--- src/rtl/adc_snapshot_seq_if.sv ---
// adc_snapshot_seq_if: conversion handshake to the ADC front-end plus the
// raw-register write port driven by the snapshot sequencer.
interface adc_snapshot_seq_if #(
  parameter int DATA_W = 24
);
  logic              conv_req;
  logic [2:0]        conv_ch;
  logic              conv_ack;
  logic [DATA_W-1:0] conv_data;
  logic              raw_we;
  logic [2:0]        raw_ch;
  logic [31:0]       raw_data;

  modport master (
    output conv_req, conv_ch, raw_we, raw_ch, raw_data,
    input  conv_ack, conv_data
  );

  modport slave (
    input  conv_req, conv_ch, raw_we, raw_ch, raw_data,
    output conv_ack, conv_data
  );
endinterface

--- src/rtl/adc_snapshot_seq.sv ---
// adc_snapshot_seq: converts each configured channel once per snapshot and writes
// the sign-extended samples to the raw registers. ADC_SNAPSHOT_PERIODIC_EN adds an auto-trigger timer.
module adc_snapshot_seq #(
  parameter int NUM_CH_MAX     = 8,
  parameter int DATA_W         = 24,
  parameter int TIMEOUT_CYCLES = 1024,
  parameter int PERIOD_W       = 24
) (
  input  logic                wb_clk_i,
  input  logic                wb_rst_i,
  input  logic                enable,
  input  logic                snap_req,
  input  logic [3:0]          num_ch,
  input  logic [PERIOD_W-1:0] period_cycles,
  adc_snapshot_seq_if.master  fe,
  output logic                busy,
  output logic                done_pulse,
  output logic                timeout_pulse
);
  localparam int TW = $clog2(TIMEOUT_CYCLES + 1);

  typedef enum logic [1:0] {IDLE, WAIT, STORE, DONE} state_t;

  state_t        state;
  logic          pending;
  logic [3:0]    n;
  logic [2:0]    ch;
  logic [TW-1:0] tcnt;
  logic [3:0]    n_clamp;
  logic          trig;

  assign n_clamp = (num_ch > 4'(NUM_CH_MAX)) ? 4'(NUM_CH_MAX) : num_ch;

`ifdef ADC_SNAPSHOT_PERIODIC_EN
  logic [PERIOD_W-1:0] period_cnt;
  logic                auto_trig;

  // Reload with period-1 so a trigger fires exactly every period_cycles cycles.
  assign auto_trig = enable && (period_cycles != '0) && (period_cnt == '0);
  assign trig      = snap_req | auto_trig;

  always_ff @(posedge wb_clk_i) begin
    if (wb_rst_i) begin
      period_cnt <= '0;
    end else if (state == IDLE && !enable) begin
      period_cnt <= period_cycles - PERIOD_W'(1);
    end else if (enable && period_cycles != '0) begin
      if (period_cnt == '0) period_cnt <= period_cycles - PERIOD_W'(1);
      else                  period_cnt <= period_cnt - PERIOD_W'(1);
    end
  end
`else
  logic unused_period;
  assign unused_period = ^period_cycles;
  assign trig          = snap_req;
`endif

  always_ff @(posedge wb_clk_i) begin
    if (wb_rst_i) begin
      state         <= IDLE;
      pending       <= 1'b0;
      n             <= '0;
      ch            <= '0;
      tcnt          <= '0;
      fe.conv_req   <= 1'b0;
      fe.conv_ch    <= '0;
      fe.raw_we     <= 1'b0;
      fe.raw_ch     <= '0;
      fe.raw_data   <= '0;
      busy          <= 1'b0;
      done_pulse    <= 1'b0;
      timeout_pulse <= 1'b0;
    end else if (state != IDLE && !enable) begin
      // Losing enable mid-snapshot abandons it silently, including any queued restart.
      state         <= IDLE;
      pending       <= 1'b0;
      fe.conv_req   <= 1'b0;
      fe.raw_we     <= 1'b0;
      busy          <= 1'b0;
      done_pulse    <= 1'b0;
      timeout_pulse <= 1'b0;
    end else begin
      if (state != IDLE && trig) pending <= 1'b1;
      case (state)
        IDLE: begin
          if (enable && (trig || pending)) begin
            pending <= 1'b0;
            n       <= n_clamp;
            ch      <= '0;
            tcnt    <= '0;
            busy    <= 1'b1;
            if (n_clamp == 4'd0) begin
              state      <= DONE;
              done_pulse <= 1'b1;
            end else begin
              state       <= WAIT;
              fe.conv_req <= 1'b1;
              fe.conv_ch  <= '0;
            end
          end else if (!enable) begin
            pending <= 1'b0;
          end
        end
        WAIT: begin
          if (fe.conv_ack) begin
            fe.conv_req <= 1'b0;
            fe.raw_we   <= 1'b1;
            fe.raw_ch   <= ch;
            fe.raw_data <= {{(32-DATA_W){fe.conv_data[DATA_W-1]}}, fe.conv_data};
            state       <= STORE;
          end else if (tcnt == TW'(TIMEOUT_CYCLES - 1)) begin
            fe.conv_req   <= 1'b0;
            timeout_pulse <= 1'b1;
            state         <= DONE;
          end else begin
            tcnt <= tcnt + TW'(1);
          end
        end
        STORE: begin
          fe.raw_we <= 1'b0;
          if ({1'b0, ch} == n - 4'd1) begin
            state      <= DONE;
            done_pulse <= 1'b1;
          end else begin
            ch          <= ch + 3'd1;
            fe.conv_ch  <= ch + 3'd1;
            fe.conv_req <= 1'b1;
            tcnt        <= '0;
            state       <= WAIT;
          end
        end
        DONE: begin
          // A timeout enters here without done_pulse, so it follows one cycle later.
          if (!done_pulse) begin
            done_pulse    <= 1'b1;
            timeout_pulse <= 1'b0;
          end else begin
            done_pulse <= 1'b0;
            busy       <= 1'b0;
            state      <= IDLE;
          end
        end
        default: state <= IDLE;
      endcase
    end
  end
endmodule

--- src/flat_wrapper.sv ---
// flat-port wrapper written by rule: the top's interface ports become plain ports
module adc_snapshot_seq_flat 
#(
  parameter int NUM_CH_MAX     = 8,
  parameter int DATA_W         = 24,
  parameter int TIMEOUT_CYCLES = 1024,
  parameter int PERIOD_W       = 24
)
  (wb_clk_i, wb_rst_i, enable, snap_req, num_ch, period_cycles, busy, done_pulse, timeout_pulse, fe_conv_req, fe_conv_ch, fe_raw_we, fe_raw_ch, fe_raw_data, fe_conv_ack, fe_conv_data);
  adc_snapshot_seq_if #(.DATA_W(DATA_W)) fe_i ();
  input  logic wb_clk_i;
  input  logic wb_rst_i;
  input  logic enable;
  input  logic snap_req;
  input  logic [3:0] num_ch;
  input  logic [PERIOD_W-1:0] period_cycles;
  output logic busy;
  output logic done_pulse;
  output logic timeout_pulse;
  output wire logic [$bits(fe_i.conv_req)-1:0] fe_conv_req;
  output wire logic [$bits(fe_i.conv_ch)-1:0] fe_conv_ch;
  output wire logic [$bits(fe_i.raw_we)-1:0] fe_raw_we;
  output wire logic [$bits(fe_i.raw_ch)-1:0] fe_raw_ch;
  output wire logic [$bits(fe_i.raw_data)-1:0] fe_raw_data;
  input wire logic [$bits(fe_i.conv_ack)-1:0] fe_conv_ack;
  input wire logic [$bits(fe_i.conv_data)-1:0] fe_conv_data;
  assign fe_conv_req = fe_i.conv_req;
  assign fe_conv_ch = fe_i.conv_ch;
  assign fe_raw_we = fe_i.raw_we;
  assign fe_raw_ch = fe_i.raw_ch;
  assign fe_raw_data = fe_i.raw_data;
  assign fe_i.conv_ack = fe_conv_ack;
  assign fe_i.conv_data = fe_conv_data;
  adc_snapshot_seq #(.NUM_CH_MAX(NUM_CH_MAX), .DATA_W(DATA_W), .TIMEOUT_CYCLES(TIMEOUT_CYCLES), .PERIOD_W(PERIOD_W)) u_core (.wb_clk_i(wb_clk_i), .wb_rst_i(wb_rst_i), .enable(enable), .snap_req(snap_req), .num_ch(num_ch), .period_cycles(period_cycles), .fe(fe_i), .busy(busy), .done_pulse(done_pulse), .timeout_pulse(timeout_pulse));
endmodule
--- config.mk ---
export PLATFORM = sky130hd
export DESIGN_NAME = adc_snapshot_seq_flat
export DESIGN_NICKNAME = d
export VERILOG_FILES = /design/src/rtl/adc_snapshot_seq_if.sv /design/src/rtl/adc_snapshot_seq.sv /design/src/flat_wrapper.sv
export SDC_FILE = /design/constraint.sdc
export NUM_CORES = 1
export LEC_CHECK = 0
export BUFFER_PORTS_ARGS = -buffer_cell sky130_fd_sc_hd__buf_2
export CORE_MARGIN = 2
export CORE_UTILIZATION = 44
export CTS_CLUSTER_SIZE = 25
export DETAILED_ROUTE_END_ITERATION = 12
export GPL_TIMING_DRIVEN = 0
export PLACE_DENSITY = 0.76
export SLEW_MARGIN = 20
export SYNTH_ARGS = -nofsm -noshare
export SYNTH_HDL_FRONTEND = slang
export SYNTH_SLANG_ARGS = --single-unit
--- constraint.sdc ---
create_clock -name wb_clk_i -period 1.8 [get_ports wb_clk_i]
set_input_delay 0.18 -clock wb_clk_i [delete_from_list [all_inputs] [get_ports wb_clk_i]]
set_output_delay 0.18 -clock wb_clk_i [all_outputs]
set_load 0.1 [all_outputs]
==> flow_metrics.env, run 1 <==
export IMPL_drv_slew=0
export IMPL_vias=2710
export IMPL_relSlewSlack_pct=44.8
export IMPL_synthMuxAreaShare_pct=0.842
export IMPL_first_pass_iters=4
export IMPL_yosysWarnings=0
export IMPL_final_util_pct=60.5
export IMPL_critPathCaptureType="register"
export IMPL_synth_compound_area_share_pct=20.1
export IMPL_crit_type="register to register"
export IMPL_synth_xor_area_share_pct=2.48
export IMPL_holdPathStages=3
export IMPL_critPathTopFamily="simple AND/OR/NAND/NOR gates"
export IMPL_synth_fp_nets=398
export IMPL_seq_area_frac_synth_pct=41.9
export IMPL_wl_per_cell_um=13.9
export IMPL_antenna_found_initial=0
export IMPL_core_mm2=0.00589
export IMPL_syn_inst=331
export IMPL_place_congestion=0.799
export IMPL_cts_hold_buf=0
export IMPL_area_delta_synth_final_pct=33.0
export IMPL_fin_skew_ns=0.00647
export IMPL_dp_hpwl_um=4670
export IMPL_hold_end="u_core.fe.raw_data[7]"
export IMPL_critPathLaunchType="register"
export IMPL_final_net_count=489
export IMPL_dieArea_mm2=0.00672
export IMPL_setup_ws_ns=-0.0720
export IMPL_irDropWorstVdd_mv=0.986
export IMPL_synth_area_per_cell_um2=8.09
export IMPL_clock_path_buffers=2
export IMPL_ys_flop_type="dfxtp_1"
export IMPL_hp_start="fe_conv_data[7]"
export IMPL_initial_core_util_pct=45.5
export IMPL_postRouteAntennaNets=0
export IMPL_layout_drive_gt1_share_pct=36.9
export IMPL_timing_rr_end="u_core.fe.conv_req"
export IMPL_die_y_um=82.0
export IMPL_wl_um=6930
export IMPL_grt_pass1_wl_um=10900
export IMPL_synthAdderAreaFrac_pct=4.68
export IMPL_fmax_ghz=0.534
export IMPL_cp_max_fo=6
export IMPL_filler_cell_count=516
export IMPL_slowest_delay_ns=0.53
export IMPL_post_route_min_period_ns=1.87
export IMPL_synth_cell_types=50
export IMPL_drc=0
export IMPL_htreeDepth=2
export IMPL_drv_cap=0
export IMPL_crit_slowest_cell="or4_4"
export IMPL_reg2reg_depth=5
export IMPL_ios=100
export IMPL_violations="setup timing"
export IMPL_cts_root_buf="clkbuf_8"
export IMPL_setup_viol=3
export IMPL_avgViaCountPerCell=5.44
export IMPL_grtUsageTotal_pct=20.6
export IMPL_ys_ff_latch=56
export IMPL_hold_viol=0
export IMPL_syn_area_mm2=0.00268
export IMPL_required_ns=2.05
export IMPL_antenna_cells=0
export IMPL_path_cells="or4_4 > nand4_4 > nor2_2 > or4_1 > a21oi_2"
export IMPL_cts_tree="yes"
export IMPL_grt_pass1_vias=2441
export IMPL_worst_slew_pin_slew_ns=0.820
export IMPL_arrival_ns=2.12
export IMPL_grt_max_degree=18
export IMPL_grt_overflow_total=0
export IMPL_reg2reg_from="u_core.n[0]"
export IMPL_timing_final_crit_share_pct=104
export IMPL_clock_sinks=56
export IMPL_worst_path_buf_inv=0
export IMPL_clk_latency_ns=0.31
export IMPL_die_w_um=82.0
export IMPL_hp_class="primary input to register"
export IMPL_power_density_mw_per_mm2=1210
export IMPL_p_leak_nw=1.44
export IMPL_rsz0062_at_grt="true"
export IMPL_status="finished, violations left"
export IMPL_rrSetupSlack_ns=-0.07
export IMPL_synth_top_family_by_area="simple AND/OR/NAND/NOR gates"
export IMPL_std_cell_rows=28
export IMPL_path_clk_slew_ns=0.10
export IMPL_io_buffers=75
export IMPL_cts_buffers=5
export IMPL_synth_edf_count=0
export IMPL_async_flop_share_pct=0
export IMPL_power_mw=4.32
export IMPL_synthSimpleGateAreaFrac_pct=24.3
export IMPL_drtIter0Drc=146
export IMPL_finalSetupTns_ns=-0.0826
## cells by family after synthesis
logic type | Yosys count
adder cells (fa/ha/maj) | 10
XOR/XNOR | 6
multiplexers | 2
AO/OA/AOI/OAI | 90
flip-flops | 56
AND/OR/NAND/NOR | 136
buffers and inverters | 31
## flip-flops by register name, summed over array words and instances (netlist names)
signal / count
u_core.n: 4
u_core.busy: 1
u_core.state: 2
u_core.fe.raw_ch: 3
u_core.ch: 3
u_core.fe.raw_we: 1
u_core.fe.raw_data: 24
u_core.pending: 1
u_core.fe.conv_ch: 3
u_core.done_pulse: 1
u_core.fe.conv_req: 1
u_core.tcnt: 11
u_core.timeout_pulse: 1
## layout by cell type (no fill, tap or decap), types with 3 or more instances in the layout
cell,count
o21a_1,3
a31oi_1,8
o211ai_1,3
nor2b_1,4
buf_4,19
nor2_1,17
ha_4,4
clkbuf_8,7
buf_2,75
clkbuf_2,3
clkbuf_1,6
nand2b_1,5
a21oi_1,42
ha_1,5
buf_6,3
or3_1,3
dfxtp_4,4
dfxtp_2,6
inv_1,3
nand2_1,67
o21ai_0,11
a21oi_2,3
nor3_1,5
nand3_1,6
inv_2,3
dfxtp_1,46
a311oi_1,3
nor3b_1,4
## metrics by stage
stage          setup slack [ns]  cell area (um2)  hold slack, ns  instances
6_report                -0.0720             3560          0.0934        498
5_1_grt                 -0.0946             3560          0.0871        498
4_1_cts                 -0.0306             3490          0.0907        498
3_5_place_dp             -0.349             3160           0.428        481
3_3_place_gp             -0.286             3160           0.421        481
2_1_floorplan           0.00688             2690           0.316        331
## timing repair
item | 4_1_cts | 5_1_grt
buffers inserted | 10 | 1
resized for setup | 46 | 18
pin swaps | 9 | 6
setup endpoints to repair | 41 | 41
## worst reg2reg max path: stages, from the launching register on
cell,delay [ns]
dfxtp_4,0.37
or4_4,0.53
nand4_4,0.19
nor2_2,0.09
or4_1,0.49
a21oi_2,0.14
## report_power, final
part           leakage (nW)  internal (mW)  total (mW)  switching [mW]
clock                0.0414          0.278       0.688           0.410
combinational         0.941          0.566        2.16            1.59
sequential            0.459           1.38        1.48          0.0948
## synth_stat cells, types with 4 or more instances
cell / number / share of area, %
buf_4: 9 / 2.5
nor3_1: 5 / 0.93
a31oi_1: 8 / 1.9
o21a_1: 4 / 1.1
o21ai_0: 12 / 2.2
nor2b_1: 5 / 1.2
clkbuf_1: 12 / 1.7
nand2b_1: 5 / 1.2
dfxtp_1: 56 / 42
nand2_1: 69 / 9.7
or3_1: 4 / 0.93
a21oi_1: 45 / 8.4
nor3b_1: 4 / 1.1
ha_1: 10 / 4.7
nand3_1: 6 / 1.1
nor2_1: 19 / 2.7
inv_1: 7 / 0.98
## cell type report
class,count,area [um2],share of cell area (%)
flip-flops and latches,56,1140,32.1
clock buffers,6,72.6,2.04
repair buffers,86,465,13.1
multi-input cells,244,1590,44.6
plain buffers,22,151,4.25
well taps,75,93.8,2.64
inverters,7,28.8,0.808
clock inverters,2,16.3,0.457
## worst max path at each step
| stage | startpoint | endpoint | slack (ns) | cells past startpoint |
|---|---|---|---|---|
| 2_1_floorplan | u_core.state[1] | u_core.tcnt[9] | 0.007 | 8 |
| 3_3_place_gp | u_core.state[1] | u_core.fe.raw_ch[1] | -0.29 | 8 |
| 3_5_place_dp | u_core.state[1] | u_core.fe.raw_ch[0] | -0.35 | 8 |
| 4_1_cts | u_core.n[0] | u_core.ch[0] | -0.03 | 7 |
| 5_1_grt | u_core.state[0] | u_core.tcnt[5] | -0.09 | 8 |
| 6_report | u_core.n[0] | u_core.fe.conv_req | -0.07 | 5 |
## per-layer routing
metal | vias to the layer above | GRT usage (%) | part of all wire (%) | wire length [um]
met5 | - | 0 | 0 | 0
met4 | 0 | 8.83 | 2.6 | 183
met3 | 18 | 4.29 | 6.8 | 470
met2 | 108 | 34.8 | 47 | 3250
met1 | 1254 | 25.2 | 44 | 3020
li1 | 1330 | - | - | -
Power figures use the tool's default switching activity.
==> inputs of run 2 (changes only) <==
--- a/config.mk
+++ b/config.mk
@@ -6,13 +6,11 @@
 export NUM_CORES = 1
 export LEC_CHECK = 0
 export BUFFER_PORTS_ARGS = -buffer_cell sky130_fd_sc_hd__buf_2
-export CORE_MARGIN = 2
 export CORE_UTILIZATION = 44
 export CTS_CLUSTER_SIZE = 25
 export DETAILED_ROUTE_END_ITERATION = 12
 export GPL_TIMING_DRIVEN = 0
 export PLACE_DENSITY = 0.76
-export SLEW_MARGIN = 20
 export SYNTH_ARGS = -nofsm -noshare
 export SYNTH_HDL_FRONTEND = slang
 export SYNTH_SLANG_ARGS = --single-unit
==> flow_metrics.env, run 2 (same netlist as run 1, synthesis figures left out) <==
export IMPL_setup_ws_ns=-0.0386
export IMPL_grt_overflow_total=0
export IMPL_layout_common_cells="buf_2, nand2_1, dfxtp_1"
export IMPL_slowest_delay_ns=0.38
export IMPL_timing_final_crit_share_pct=102
export IMPL_cts_buffers=5
export IMPL_ios=100
export IMPL_clock_path_buffers=2
export IMPL_wl_per_cell_um=13.7
export IMPL_fmax_ghz=0.544
export IMPL_cts_tree="yes"
export IMPL_wl_um=6840
export IMPL_io_buffers=75
export IMPL_grt_pass1_wl_um=10300
export IMPL_final_common_cell="buf_2"
export IMPL_avgViaCountPerCell=5.33
export IMPL_top_regs="u_core.fe.raw_data (24), u_core.tcnt (11), u_core.n (4)"
export IMPL_std_cell_rows=28
export IMPL_regMostFlops="u_core.fe.raw_data"
export IMPL_grtUsageTotal_pct=20.3
export IMPL_p_leak_nw=1.46
export IMPL_place_congestion=0.846
export IMPL_drc=0
export IMPL_power_density_mw_per_mm2=1190
export IMPL_antenna_found_initial=0
export IMPL_required_ns=2.04
export IMPL_clock_sinks=56
export IMPL_core_mm2=0.00589
export IMPL_setup_viol=7
export IMPL_rsz0062_at_grt="true"
export IMPL_path_common_cell="xnor2_1"
export IMPL_relSlewSlack_pct=48.1
export IMPL_crit_type="register to register"
export IMPL_cts_hold_buf=0
export IMPL_hold_viol=0
export IMPL_critPathCaptureType="register"
export IMPL_post_place_ws_ns=-0.307
export IMPL_drv_cap=0
export IMPL_fin_skew_ns=0.00568
export IMPL_grt_pass1_vias=2299
export IMPL_largest_reg_flops=24
export IMPL_fin_area_mm2=0.00366
export IMPL_hp_class="primary input to register"
export IMPL_htreeDepth=2
export IMPL_die_y_um=80.0
export IMPL_layout_drive_gt1_share_pct=39.8
export IMPL_first_pass_iters=4
export IMPL_vias=2667
export IMPL_worst_slew_pin_slew_ns=0.771
export IMPL_path_cells="inv_2 > ha_4 > xnor2_1 > xnor2_1 > o21ai_1 > or3_1 > a21oi_1"
export IMPL_clk_latency_ns=0.31
export IMPL_antenna_cells=0
export IMPL_place_area_mm2=0.00316
export IMPL_area_delta_synth_final_pct=36.8
export IMPL_arrival_ns=2.08
export IMPL_path_clk_slew_ns=0.09
export IMPL_initial_core_util_pct=45.5
export IMPL_violations="setup timing"
export IMPL_drtIter0Drc=150
export IMPL_cts_root_buf="clkbuf_8"
export IMPL_crit_slowest_cell="dfxtp_4"
export IMPL_dieArea_mm2=0.00640
export IMPL_dp_hpwl_um=4450
export IMPL_status="finished, violations left"
export IMPL_irDropWorstVdd_mv=1.02
export IMPL_final_net_count=491
export IMPL_postRouteAntennaNets=0
export IMPL_cp_max_fo=5
export IMPL_grt_max_degree=17
export IMPL_critPathLaunchType="register"
export IMPL_die_w_um=80.0
export IMPL_filler_cell_count=498
export IMPL_drv_slew=0
export IMPL_post_route_min_period_ns=1.84
run 2: cell types whose count changed in the layout (fill, tap and decap cells not counted), sizes merged:
| cell | before | now |
|---|---|---|
| buf | 98 | 99 |
| clkbuf | 16 | 18 |
| clkinvlp | 1 | 0 |
run 2: layer usage:
layer | GRT usage [%] | share of wire [%] | vias to the layer above
li1 | - | - | 1340
met1 | 26.2 | 44 | 1229
met2 | 32.6 | 49 | 86
met3 | 4.80 | 5.5 | 12
met4 | 7.86 | 1.4 | 0
met5 | 0 | 0 | -
run 2: metrics by stage:
step | power (mW) | TNS [ns] | std cells | util (%) | hold slack [ns]
after floorplan | 3.08 | 0 | 331 | - | 0.316
after global placement | 3.39 | -8.10 | 481 | 53.7 | 0.422
final | 4.37 | -0.152 | 500 | 62.2 | 0.0970
after detailed placement | 3.41 | -8.84 | 481 | 53.7 | 0.427
after global routing | 4.58 | -1.23 | 500 | 62.2 | 0.0910
after CTS | 4.21 | -0.0152 | 499 | 58.9 | 0.0944
run 2: where the power goes:
part           switching (mW)  internal (mW)
logic                    1.61          0.607
clock network           0.395          0.279
registers              0.0986           1.38
run 2: final cells by class:
type                    count  area [um2]  share of cell area, %
clock inverters             1        8.76                  0.239
multi-input cells         244        1640                   44.8
inverters                   7        31.3                  0.854
flip-flops and latches     56        1150                   31.4
plain buffers              22         155                   4.24
well taps                  75        93.8                   2.56
repair buffers             88         508                   13.9
clock buffers               7        76.3                   2.08
run 2: path summary, 6_finish.rpt:
| kind | start | slack (ns) | cells after the start | end |
|---|---|---|---|---|
| worst max-delay path | u_core.n[0] | -0.04 | 7 | u_core.ch[2] |
| worst min-delay path | fe_conv_data[0] | 0.1 | 3 | u_core.fe.raw_data[0] |
| worst max register to register | u_core.n[0] | -0.04 | 7 | u_core.ch[2] |
| worst min register to register | u_core.fe.raw_data[6] | 0.46 | 2 | u_core.fe.raw_data[6] |
run 2: timing repair:
action,4_1_cts,5_1_grt
setup buffers,10,2
setup endpoints to repair,41,41
gates cloned,1,0
pin swaps,8,23
gates resized for setup,41,49
run 2: worst max-delay path, delay by kind of cell (launching register included):
kind / cells / cell delay [ns]
compound gates: 2 / 0.30
xor+xnor: 2 / 0.51
fa+ha+maj: 1 / 0.16
buf+inv: 1 / 0.05
flops: 1 / 0.38
simple gates: 1 / 0.38
==> inputs of run 3 (changes only) <==
--- a/config.mk
+++ b/config.mk
@@ -6,11 +6,13 @@
 export NUM_CORES = 1
 export LEC_CHECK = 0
 export BUFFER_PORTS_ARGS = -buffer_cell sky130_fd_sc_hd__buf_2
-export CORE_UTILIZATION = 44
+export CORE_UTILIZATION = 49
 export CTS_CLUSTER_SIZE = 25
 export DETAILED_ROUTE_END_ITERATION = 12
 export GPL_TIMING_DRIVEN = 0
-export PLACE_DENSITY = 0.76
+export MAX_ROUTING_LAYER = met4
+export PLACE_DENSITY = 0.8
+export SETUP_SLACK_MARGIN = 0.3
 export SYNTH_ARGS = -nofsm -noshare
 export SYNTH_HDL_FRONTEND = slang
 export SYNTH_SLANG_ARGS = --single-unit
==> constraint.sdc (replaced) <==
create_clock -name wb_clk_i -period 2 [get_ports wb_clk_i]
set_input_delay 0.2 -clock wb_clk_i [delete_from_list [all_inputs] [get_ports wb_clk_i]]
set_output_delay 0.2 -clock wb_clk_i [all_outputs]
set_load 0.1 [all_outputs]
==> flow_metrics.env, run 3 (same netlist as run 1, synthesis figures left out) <==
export IMPL_status="finished, violations left"
export IMPL_violations="setup timing"
export IMPL_grt_max_degree=20
export IMPL_ios=100
export IMPL_dieArea_mm2=0.00576
export IMPL_required_ns=2.19
export IMPL_post_place_ws_ns=-0.127
export IMPL_first_pass_iters=5
export IMPL_grt_overflow_total=0
export IMPL_antenna_cells=0
export IMPL_crit_type="register to register"
export IMPL_wl_per_cell_um=15.1
export IMPL_setup_viol=1
export IMPL_critPathLaunchType="register"
export IMPL_die_w_um=75.9
export IMPL_largest_reg_flops=24
export IMPL_dp_hpwl_um=4530
export IMPL_irDropWorstVdd_mv=0.965
export IMPL_clock_path_buffers=2
export IMPL_final_common_cell="buf_2"
export IMPL_critPathCaptureType="register"
export IMPL_cp_max_fo=5
export IMPL_cts_tree="yes"
export IMPL_std_cell_rows=26
export IMPL_slowest_delay_ns=0.53
export IMPL_rsz0062_at_grt="true"
export IMPL_vias=2816
export IMPL_drv_slew=0
export IMPL_postRouteAntennaNets=0
export IMPL_crit_slowest_cell="or4_4"
export IMPL_place_congestion=0.842
export IMPL_clk_latency_ns=0.32
export IMPL_drc=0
export IMPL_layout_common_cells="buf_2, nand2_1, dfxtp_1"
export IMPL_htreeDepth=2
export IMPL_fmax_ghz=0.493
export IMPL_timing_final_crit_share_pct=102
export IMPL_clock_sinks=56
export IMPL_path_clk_slew_ns=0.11
export IMPL_cts_hold_buf=0
export IMPL_layout_drive_gt1_share_pct=42.0
export IMPL_filler_cell_count=360
export IMPL_cts_buffers=5
export IMPL_reg2reg_depth=6
export IMPL_relSlewSlack_pct=50.7
export IMPL_grtUsageTotal_pct=25.5
export IMPL_p_leak_nw=1.56
export IMPL_area_delta_synth_final_pct=42.2
export IMPL_drtIter0Drc=175
export IMPL_fin_area_mm2=0.00381
export IMPL_worst_slew_pin_slew_ns=0.733
export IMPL_die_y_um=75.9
export IMPL_fin_skew_ns=0.00740
export IMPL_io_buffers=75
export IMPL_core_mm2=0.00517
export IMPL_top_regs="u_core.fe.raw_data (24), u_core.tcnt (11), u_core.n (4)"
export IMPL_place_area_mm2=0.00320
export IMPL_initial_core_util_pct=51.7
export IMPL_hold_viol=0
export IMPL_wl_um=7650
export IMPL_avgViaCountPerCell=5.57
export IMPL_antenna_found_initial=0
export IMPL_arrival_ns=2.22
export IMPL_grt_pass1_vias=2478
export IMPL_grt_pass1_wl_um=11600
export IMPL_power_density_mw_per_mm2=1100
export IMPL_final_net_count=502
export IMPL_dp_cells=476
export IMPL_fin_cells=506
export IMPL_hp_class="primary input to register"
export IMPL_drv_cap=0
export IMPL_cts_root_buf="clkbuf_8"
export IMPL_setup_ws_ns=-0.0303
export IMPL_post_route_min_period_ns=2.03
export IMPL_whs_ns=0.104
export IMPL_regMostFlops="u_core.fe.raw_data"
export IMPL_path_cells="or4_4 > nand4_4 > buf_6 > nor2_4 > o41ai_1 > a21oi_1"
export IMPL_final_util_pct=73.6
export IMPL_holdPathStages=3
==> run 3: cell types whose count changed in the layout (fill, tap and decap cells not counted), moves of 2 or more <==
cell      before  now
buf_4         14   23
inv_6          0    3
clkbuf_1       7    5
nor2b_2        2    0
buf_6          8   10
nor2b_4        0    2
nor2_2         4    2
==> run 3: critical path: cells and delay by family, from the launching register on <==
family,cells,cell delay (ns)
simple gates,3,0.77
compound gates,2,0.64
buf+inv,1,0.14
flops,1,0.37
==> run 3: power by group <==
part,internal [mW],switching [mW]
registers,1.24,0.0898
clock network,0.256,0.401
logic,0.656,1.54
total,2.15,2.03
==> run 3: layer usage <==
metal  vias up  GRT usage [%]  routed length, um
li1       1353              -                  -
met1      1305           31.2               3100
met2       137           41.1               3810
met3        21           5.06                533
met4         0           10.6                204
met5         -              -                  0
==> run 3: final timing paths <==
kind                            slack, ns             startpoint                endpoint
worst min-delay path                 0.10       fe_conv_data[19]  u_core.fe.raw_data[19]
worst max-delay path                -0.03            u_core.n[1]      u_core.fe.conv_req
worst min register to register       0.46  u_core.fe.raw_data[4]   u_core.fe.raw_data[4]
worst max register to register      -0.03            u_core.n[1]      u_core.fe.conv_req
==> run 3: metrics by stage <==
stage	total power [mW]	TNS, ns
5_1_grt	4.36	-0.0501
3_3_place_gp	3.06	-0.414
2_1_floorplan	2.80	0
6_report	4.18	-0.0303
3_5_place_dp	3.10	-1.99
4_1_cts	3.93	0
==> run 3: area by class of cell <==
class	count	area [um2]	share of cell area, %
well taps	70	87.6	2.30
multi-input cells	244	1680	44.2
repair buffers	97	567	14.9
inverters	7	33.8	0.888
clock buffers	5	68.8	1.81
plain buffers	24	188	4.93
clock inverters	3	25.0	0.657
flip-flops and latches	56	1150	30.3
==> run 3: what timing repair did <==
action                                  in CTS  in global routing
endpoints found under the setup margin      51                 42
gates resized for setup                     52                 46
setup buffers                               17                  4
cloned                                       1                  0
pin swaps                                   27                 20
